### src/rtl/cordic_rotator_if.sv
// cordic_rotator_if: job/result bundle for the CORDIC rotator.
//   master (upstream/bench): drives valid_in, angle_in, flips_in; sees results.
//   slave  (rotator)       : accepts the job, returns cos_out, sin_out, flips_out,
//                            done (one-cycle result strobe) and ready (idle).
interface cordic_rotator_if #(
    parameter int unsigned WIDTH = 32
);
    logic                    valid_in;
    logic signed [WIDTH-1:0] angle_in;
    logic signed [2:0]       flips_in;
    logic signed [WIDTH-1:0] cos_out;
    logic signed [WIDTH-1:0] sin_out;
    logic signed [2:0]       flips_out;
    logic                    done;
    logic                    ready;

    modport master (
        output valid_in, angle_in, flips_in,
        input  cos_out, sin_out, flips_out, done, ready
    );

    modport slave (
        input  valid_in, angle_in, flips_in,
        output cos_out, sin_out, flips_out, done, ready
    );
endinterface

### src/rtl/cordic_rotator.sv
// cordic_rotator: iterative rotation-mode CORDIC, one micro-rotation per cycle.
//   clk  : rising-edge clock
//   rst  : asynchronous active-low reset
//   bus  : cordic_rotator_if.slave -- job in (valid_in/angle_in/flips_in),
//          results out (cos_out/sin_out/flips_out), done pulse, ready (idle).
// Angle scale: 2^(WIDTH-2) = 45 deg. Result scale: 2^(WIDTH-2) = 1.0.
// done rises ITER+1 edges after the accepting edge; one job per ITER+2 cycles.
module cordic_rotator #(
    parameter int unsigned WIDTH = 32,
    parameter int unsigned ITER  = 24
) (
    input logic             clk,
    input logic             rst,
    cordic_rotator_if.slave bus
);

    localparam int unsigned   CntW     = (ITER > 1) ? $clog2(ITER) : 1;
    localparam logic [CntW-1:0] LastIter = CntW'(ITER - 1);

    // round(0.6072529350 * 2^(WIDTH-2)), derived from the 2^32-scaled gain.
    function automatic logic [WIDTH-1:0] k_init();
        logic [63:0] k;
        k = 64'h0000_0000_9B74_EDA8;
        if (WIDTH < 34) begin
            k = k + (64'd1 << (33 - WIDTH));
            k = k >> (34 - WIDTH);
        end else if (WIDTH > 34) begin
            k = k << (WIDTH - 34);
        end
        return WIDTH'(k);
    endfunction

    // round(atan(2^-idx) * 4/pi * 2^(WIDTH-2)): Taylor series in 2^96 fixed
    // point, scaled by 4/pi held to 2^-64. Only ever called with constant
    // arguments, so it folds to a constant table.
    function automatic logic [WIDTH-1:0] atan_entry(input int unsigned idx);
        logic [191:0] s;
        logic [191:0] term;
        logic [191:0] prod;
        int           k;
        int           sh;
        int           shift;
        if (idx == 0) begin
            return WIDTH'(1) << (WIDTH - 2);
        end
        s  = '0;
        k  = 0;
        sh = 96 - int'(idx);
        while (sh >= 0) begin
            term = (192'd1 << sh) / 192'(2 * k + 1);
            if (k % 2 == 0) s = s + term;
            else            s = s - term;
            k  = k + 1;
            sh = 96 - int'(idx) * (2 * k + 1);
        end
        prod  = s * 192'h1_45F3_06DC_9C88_2A54;
        shift = 160 - (int'(WIDTH) - 2);
        prod  = prod + (192'd1 << (shift - 1));
        prod  = prod >> shift;
        return WIDTH'(prod);
    endfunction

    localparam logic [WIDTH-1:0] KInit = k_init();

    typedef enum logic [1:0] {StIdle, StIterate, StDone} state_e;

    state_e                  state_q, state_d;
    logic signed [WIDTH-1:0] x_q, x_d, y_q, y_d, z_q, z_d;
    logic signed [WIDTH-1:0] x_sh, y_sh;
    logic signed [WIDTH-1:0] cos_q, cos_d, sin_q, sin_d;
    logic signed [2:0]       flips_q, flips_d, flips_out_q, flips_out_d;
    logic [CntW-1:0]         i_q, i_d;
    logic                    done_q, done_d;
    logic [WIDTH-1:0]        atan_tbl [ITER];

    for (genvar g = 0; g < ITER; g++) begin : g_atan
        assign atan_tbl[g] = atan_entry(g);
    end

    assign x_sh = x_q >>> i_q;
    assign y_sh = y_q >>> i_q;

    always_comb begin
        state_d     = state_q;
        x_d         = x_q;
        y_d         = y_q;
        z_d         = z_q;
        i_d         = i_q;
        flips_d     = flips_q;
        cos_d       = cos_q;
        sin_d       = sin_q;
        flips_out_d = flips_out_q;
        done_d      = 1'b0;
        unique case (state_q)
            StIdle: begin
                if (bus.valid_in) begin
                    z_d     = bus.angle_in;
                    flips_d = bus.flips_in;
                    x_d     = KInit;
                    y_d     = '0;
                    i_d     = '0;
                    state_d = StIterate;
                end
            end
            StIterate: begin
                // d = +1 when z >= 0: rotate counter-clockwise toward z = 0.
                if (!z_q[WIDTH-1]) begin
                    x_d = x_q - y_sh;
                    y_d = y_q + x_sh;
                    z_d = z_q - $signed(atan_tbl[i_q]);
                end else begin
                    x_d = x_q + y_sh;
                    y_d = y_q - x_sh;
                    z_d = z_q + $signed(atan_tbl[i_q]);
                end
                if (i_q == LastIter) begin
                    state_d = StDone;
                end else begin
                    i_d = i_q + 1'b1;
                end
            end
            StDone: begin
                cos_d       = x_q;
                sin_d       = y_q;
                flips_out_d = flips_q;
                done_d      = 1'b1;
                state_d     = StIdle;
            end
            default: state_d = StIdle;
        endcase
    end

    always_ff @(posedge clk or negedge rst) begin
        if (!rst) begin
            state_q     <= StIdle;
            x_q         <= '0;
            y_q         <= '0;
            z_q         <= '0;
            i_q         <= '0;
            flips_q     <= '0;
            cos_q       <= '0;
            sin_q       <= '0;
            flips_out_q <= '0;
            done_q      <= 1'b0;
        end else begin
            state_q     <= state_d;
            x_q         <= x_d;
            y_q         <= y_d;
            z_q         <= z_d;
            i_q         <= i_d;
            flips_q     <= flips_d;
            cos_q       <= cos_d;
            sin_q       <= sin_d;
            flips_out_q <= flips_out_d;
            done_q      <= done_d;
        end
    end

    assign bus.cos_out   = cos_q;
    assign bus.sin_out   = sin_q;
    assign bus.flips_out = flips_out_q;
    assign bus.done      = done_q;
    assign bus.ready     = (state_q == StIdle);

endmodule
### src/flat_wrapper.sv
// flat-port wrapper written by rule: the top's interface ports become plain ports
module cordic_rotator_flat 
#(
    parameter int unsigned WIDTH = 32,
    parameter int unsigned ITER  = 24
)
  (clk, rst, bus_valid_in, bus_angle_in, bus_flips_in, bus_cos_out, bus_sin_out, bus_flips_out, bus_done, bus_ready);
  cordic_rotator_if #(.WIDTH(WIDTH)) bus_i ();
  input logic clk;
  input logic rst;
  input wire logic [$bits(bus_i.valid_in)-1:0] bus_valid_in;
  input wire logic [$bits(bus_i.angle_in)-1:0] bus_angle_in;
  input wire logic [$bits(bus_i.flips_in)-1:0] bus_flips_in;
  output wire logic [$bits(bus_i.cos_out)-1:0] bus_cos_out;
  output wire logic [$bits(bus_i.sin_out)-1:0] bus_sin_out;
  output wire logic [$bits(bus_i.flips_out)-1:0] bus_flips_out;
  output wire logic [$bits(bus_i.done)-1:0] bus_done;
  output wire logic [$bits(bus_i.ready)-1:0] bus_ready;
  assign bus_i.valid_in = bus_valid_in;
  assign bus_i.angle_in = bus_angle_in;
  assign bus_i.flips_in = bus_flips_in;
  assign bus_cos_out = bus_i.cos_out;
  assign bus_sin_out = bus_i.sin_out;
  assign bus_flips_out = bus_i.flips_out;
  assign bus_done = bus_i.done;
  assign bus_ready = bus_i.ready;
  cordic_rotator #(.WIDTH(WIDTH), .ITER(ITER)) u_core (.clk(clk), .rst(rst), .bus(bus_i));
endmodule
### config.mk
export PLATFORM = sky130hd
export DESIGN_NAME = cordic_rotator_flat
export DESIGN_NICKNAME = d
export VERILOG_FILES = /design/src/rtl/cordic_rotator_if.sv /design/src/rtl/cordic_rotator.sv /design/src/flat_wrapper.sv
export SDC_FILE = /design/constraint.sdc
export NUM_CORES = 1
export LEC_CHECK = 0
export BUFFER_PORTS_ARGS = -buffer_cell sky130_fd_sc_hd__buf_2
export CAP_MARGIN = 20
export CORE_ASPECT_RATIO = 1.5
export CORE_MARGIN = 1.5
export CORE_UTILIZATION = 40
export DETAILED_ROUTE_END_ITERATION = 10
export PLACE_DENSITY = 0.67
export RECOVER_POWER = 50
export REMOVE_ABC_BUFFERS = 1
export SETUP_SLACK_MARGIN = 0.3
export SYNTH_ARGS = -nofsm -noshare
export SYNTH_HDL_FRONTEND = slang
export SYNTH_SLANG_ARGS = --single-unit
### constraint.sdc
create_clock -name clk -period 7.45 [get_ports clk]
set_clock_uncertainty 0.2 [all_clocks]
set_input_delay 0.3725 -clock clk [delete_from_list [all_inputs] [get_ports clk]]
set_output_delay 0.3725 -clock clk [all_outputs]
set_load 0.01 [all_outputs]
==> out/results.ini, run 1 <==
[run_status]
status = finished with violations
violations = max-capacitance violations, max-slew violations

[die]
die_h_um = 267
io_pins = 107
die_w_um = 179
coreArea_mm2 = 0.0459
dieArea_mm2 = 0.0479
start_util_pct = 40.6
rows = 96

[cts]
cts-root-buf = clkbuf_16
clockBufferDepth = 2
clk_pin_slew_ps = 70
clock-sinks = 174
numCtsBuffers = 17
cts_tree = done
clock_latency_ps = 470
htree_levels = 4

[yosys]
synth_top_cell_by_area = dfrtp_1
ys_dominant_reg_cell = dfrtp_1
yosysTopAreaCellShare_pct = 23.4
yosysUniqueCellTypes = 92
synth-edff-count = 0
synth_area_mm2 = 0.0186
synth_cells = 2288
synth_area_per_cell_um2 = 8.15
async_reset_ff_share_pct = 100
synth_seq_cells = 174
synth_area_leaders = dfrtp_1 (23%), nand2_1 (8.9%), mux4_2 (8.7%)
yosysSeqAreaShare_pct = 23.4
synth_warnings = 0

[layout]
final_cell_count_no_fill = 2967
fin_area_mm2 = 0.0208
area_growth_pct = 11.6
drive_gt1_share_pct = 12.0
nets = 2521
antenna_cells = 0
utilization_pct = 45.3
fillCellCount = 4560

[sta]
max_freq_mhz = 147
final_hold_viol_count = 0
worst_slew_pin_slew_ps = 2810
rsz0062_at_grt = false
finalCritPeriodShare_pct = 91.1
min_period_ps = 6790
drv_slew = 150
relSlewSlack_pct = -87.3
setup_violations = 0

[hold_path]
hp-start = bus_angle_in[29]
min_to = u_core.z_q[29]
hold_path_depth = 3
hold_class = in2reg

[detailed_routing]
via_per_inst = 6.22
wl_um = 70200
wl_per_cell_um = 23.7
drtIter0Drc = 1620
vias = 18500
first_pass_iters = 6
drc = 0
drt.antenna.violating_nets = 0

[global_route]
grt_first_pass_wirelength_um = 106000
grt_max_degree = 67
grt_overflow = 0
grtUsageTotal_pct = 29.2
grt_pass1_vias = 18200
antenna_found_initial = 0

[setup_path]
crit_type = reg2reg
r2r_slack_ps = 660
r2r_start = u_core.i_q[0]
crit_required_ps = 7590
worstPathArrival_ps = 6930
startpoint_type = register
path_max_fanout = 8
worst-r2r-cell-count = 23
crit_path_end_kind = register
reg2reg_to = u_core.x_q[30]

[placed_design]
place.gp.congestion = 0.992
detailed_place.area_mm2 = 0.0199
dpl.cell_count = 2904
dp_hpwl_um = 53200
port_buffers = 106

[job]
drv_cap = 3

[kinds of logic after synthesis]
kind of cell | Yosys count | share of synthesized area, %
fa+ha+maj | 117 | 7.98
xor+xnor | 160 | 7.59
compound gates | 666 | 23.2
buf+inv | 192 | 4.46
simple gates | 804 | 18.9
mux | 175 | 14.4
flops | 174 | 23.4
[cells in the final DEF, fill, tap and decap left out, drive strengths merged, types with 7 or more instances in the layout]
master,instances
a31oi,49
nand2,441
nand2b,26
nor3,28
o22a,8
o21a,18
or3,13
a21oi,181
mux2,32
o211ai,13
mux4,72
dfrtp,174
nand3,33
a221oi,8
buf,111
or2,13
o21ai,145
a211oi,29
o31ai,15
nand4,11
and3,11
mux2i,71
dlygate4sd3,25
o221ai,9
ha,114
and2,24
a2111oi,9
xnor2,74
nor2b,24
a211o,10
a22o,7
o21bai,11
a21o,57
o22ai,27
xor2,85
inv,50
clkbuf,88
a22oi,14
nor2,157
nor4,7
[state kept, by name, indices dropped and copies added, names as in the netlist]
signal                count
u_core.y_q               32
u_core.state_q            2
u_core.bus.done           1
u_core.bus.flips_out      3
u_core.i_q                5
u_core.z_q               32
u_core.bus.sin_out       32
u_core.bus.cos_out       32
u_core.flips_q            3
u_core.x_q               32
[synthesized netlist by cell type (all sizes together), types with 8 or more instances]
master   number
nand2b       26
a22oi        14
o22ai        27
mux2         32
and2         24
o22a          8
nor2b        24
a211o        10
a211oi       29
xor2         85
a21o         57
ha          114
or3          13
a221oi        8
o21a         18
nand4        11
nor2        157
a31oi        49
and3         11
nand3        33
inv          41
mux2i        71
buf          67
xnor2        74
o21ai       145
or2          13
o31ai        15
o21bai       11
nand2       441
mux4         72
nor3         28
a21oi       181
o221ai        9
a2111oi       9
o211ai       13
dfrtp       174
clkbuf       81
[worst max-delay path by stage]
| stage | from | end | slack, ps | cells after the start |
|---|---|---|---|---|
| 3_5_place_dp | u_core.i_q[0] | u_core.x_q[31] | 280 | 27 |
| 5_1_grt | u_core.i_q[0] | u_core.z_q[30] | 390 | 23 |
| 2_1_floorplan | u_core.i_q[0] | u_core.z_q[24] | -3120 | 22 |
| 3_3_place_gp | u_core.i_q[0] | u_core.x_q[31] | 330 | 27 |
| 6_report | u_core.i_q[0] | u_core.x_q[30] | 660 | 23 |
| 4_1_cts | u_core.i_q[0] | u_core.y_q[30] | 340 | 23 |
[per-layer routing]
| metal | track usage, % | vias to the layer above | share of wire, % |
|---|---|---|---|
| met5 | 0 | - | 0 |
| met4 | 17.7 | 0 | 6.1 |
| met3 | 4.23 | 232 | 5.1 |
| met2 | 52.7 | 747 | 52 |
| met1 | 31.7 | 8976 | 37 |
| li1 | - | 8495 | - |
[layout make-up]
type	instances	area (um2)	share of cell area [%]
timing repair buffer	207	1370	6.60
clock inverter	15	218	1.05
multi-input combinational	1922	13500	65.0
inverter	44	168	0.806
tap	588	736	3.54
sequential	174	4370	21.0
clock buffer	17	425	2.05
[metrics by stage]
step	worst slack, ps	setup TNS (ps)	hold WS (ps)
floorplan	-3120	-127640	-123
global placement	327	0	142
detailed placement	277	0	153
CTS	340	0	11.3
global route	387	0	41.6
finish	662	0	16.7
[what timing repair did]
item | 4_1_cts | 5_1_grt
hold buffers | 25 | 0
buffers inserted | 0 | 6
endpoints found under the setup margin | 3 | 30
hold endpoints to repair | 73 | 0
gates resized for setup | 1 | 9
[critical path, cell delays in order, from the launching register on]
cell	delay (ps)
dfrtp_4	520
buf_12	170
buf_12	130
mux2i_1	370
mux4_2	380
a211oi_1	120
nor4_4	410
ha_1	260
inv_1	40
a2111oi_1	570
and4b_1	350
and3_1	220
nor2_1	60
xnor2_1	160
ha_1	420
nand3_1	110
or2_2	320
nor4_1	460
o311ai_0	320
a21oi_1	260
o21ai_0	150
a22oi_1	240
nor4b_1	80
or3_1	330
Power of run 1 is not shown: default switching activity piles up to over one toggle a cycle in this logic, so the estimate is an artifact.
==> run 2, diff against run 1 <==
--- a/constraint.sdc
+++ b/constraint.sdc
@@ -4,2 +4,2 @@
 set_output_delay 0.3725 -clock clk [all_outputs]
-set_load 0.01 [all_outputs]
+set_load 0.1 [all_outputs]
==> run 2 against run 1 <==
Effect of this change: the run still ends with max-capacitance violations, max-slew violations left; highest routed layer unchanged; worst hold slack gained 1.9 ps; clock-buffer cell count stayed put; critical endpoint unchanged; setup slack got worse by 12 ps; die area stayed put; largest cell class unchanged; wire length about the same.
==> out/results.ini, run 2 (synthesized netlist as in run 1, its figures left out) <==
[setup_path]
cpPeakStageDelay_ps = 570
crit_required_ps = 7590
slowest_stage = a2111oi_1
crit_family = simple AND/OR/NAND/NOR gates
worstPathArrival_ps = 6940
startpoint_type = register
worst-r2r-cell-count = 23
crit_type = reg2reg
crit_path_end_kind = register
r2r_start = u_core.i_q[0]
path_max_fanout = 8
cp.buffers_inverters = 3
reg2reg_to = u_core.x_q[30]
cp_cell_sequence = buf_12 -> buf_12 -> mux2i_1 -> mux4_2 -> a211oi_1 -> nor4_4 -> ha_1 -> inv_1 -> a2111oi_1 -> and4b_1 -> and3_1 -> nor2_1 -> xnor2_1 -> ha_1 -> nand3_1 -> or2_2 -> nor4_1 -> o311ai_0 -> a21oi_1 -> o21ai_0 -> a22oi_1 -> nor4b_1 -> or3_1
r2r_slack_ps = 650

[global_route]
gr-usage-met3_pct = 4.23
grt_first_pass_wirelength_um = 106000
grtUsageTotal_pct = 29.2
grt.busiest_layer = met2
grt_overflow = 0
antenna_found_initial = 0
grtUsageMet1_pct = 31.7
grt_pass1_vias = 18200
grt_max_degree = 67
grt_util_met2_pct = 52.7

[hold_path]
min_to = u_core.z_q[29]
hold_class = in2reg
hold_path_depth = 3
hp-start = bus_angle_in[29]

[detailed_routing]
first_pass_iters = 6
via_per_inst = 6.23
vias = 18500
drt.antenna.violating_nets = 0
drc = 0
wl_um = 70100
wl_per_cell_um = 23.6
drtIter0Drc = 1620

[die]
io_pins = 107
rows = 96
dieArea_mm2 = 0.0479
die_h_um = 267
start_util_pct = 40.6
coreArea_mm2 = 0.0459
die_w_um = 179

[sta]
min_period_ps = 6800
final_hold_viol_count = 0
finalCritPeriodShare_pct = 91.3
setup_violations = 0
relSlewSlack_pct = -87.0
max_freq_mhz = 147
worst_slack_ps = 650
rsz0062_at_grt = false
worst_slew_pin_slew_ps = 2810
drv_slew = 150

[layout]
utilization_pct = 45.3
fin_area_mm2 = 0.0208
most-common-layout-cells = nand2_1 (439), a21oi_1 (180), dfrtp_1 (168)
nets = 2521
mostFrequentLayoutCell = nand2_1
drive_gt1_share_pct = 12.1
fillCellCount = 4559
antenna_cells = 0
area_growth_pct = 11.6

[placed_design]
place_ws_ps = 277
port_buffers = 106
detailed_place.area_mm2 = 0.0199
place.gp.congestion = 0.992
dp_hpwl_um = 53200

[cts]
cts-root-buf = clkbuf_16
htree_levels = 4
clk_pin_slew_ps = 70
cts_tree = done
clock_latency_ps = 470
clock-sinks = 174
clockBufferDepth = 2
numCtsBuffers = 17

[job]
drv_cap = 3

[run_status]
status = finished with violations
violations = max-capacitance violations, max-slew violations

run 2: stage by stage:
| step | hold slack (ps) | setup TNS, ps | instances |
|---|---|---|---|
| 2_1_floorplan | -123 | -127640 | 2140 |
| 4_1_cts | 11.3 | 0 | 2961 |
| 3_3_place_gp | 142 | 0 | 2903 |
| 3_5_place_dp | 153 | 0 | 2904 |
| 6_report | 18.6 | 0 | 2967 |
| 5_1_grt | 41.6 | 0 | 2967 |
run 2: how the worst max path moves through the flow:
stage	start	to	slack, ps	cells past startpoint
4_1_cts	u_core.i_q[0]	u_core.y_q[30]	340	23
6_report	u_core.i_q[0]	u_core.x_q[30]	650	23
5_1_grt	u_core.i_q[0]	u_core.z_q[30]	390	23
2_1_floorplan	u_core.i_q[0]	u_core.z_q[24]	-3120	22
3_5_place_dp	u_core.i_q[0]	u_core.x_q[31]	280	27
3_3_place_gp	u_core.i_q[0]	u_core.x_q[31]	330	27
run 2: layout make-up:
| type | count | area [um2] | area share [%] |
|---|---|---|---|
| timing repair buffer | 207 | 1370 | 6.61 |
| multi-input combinational | 1922 | 13500 | 64.9 |
| inverter | 44 | 168 | 0.806 |
| sequential | 174 | 4370 | 21.0 |
| clock buffer | 17 | 425 | 2.05 |
| tap | 588 | 736 | 3.54 |
| clock inverter | 15 | 218 | 1.05 |
run 2: worst min-delay path: cells and delay by family:
kind                   cells  cell delay [ps]
AOI/OAI and AO/OA          1              130
buffers and inverters      1               80
muxes                      1               50
run 2: per-layer routing:
layer | up-vias | share of wire [%]
li1 | 8496 | -
met1 | 8994 | 37
met2 | 760 | 52
met3 | 237 | 5.1
met4 | 0 | 6.1
met5 | - | 0
run 2: repair_timing:
item                       CTS  global route
setup endpoints to repair    3            30
gates cloned                 0             0
hold buffers                25             0
buffers inserted             0             6
hold endpoints to repair    73             0
resized for setup            1             9
Power of run 2 is left out for the same reason.
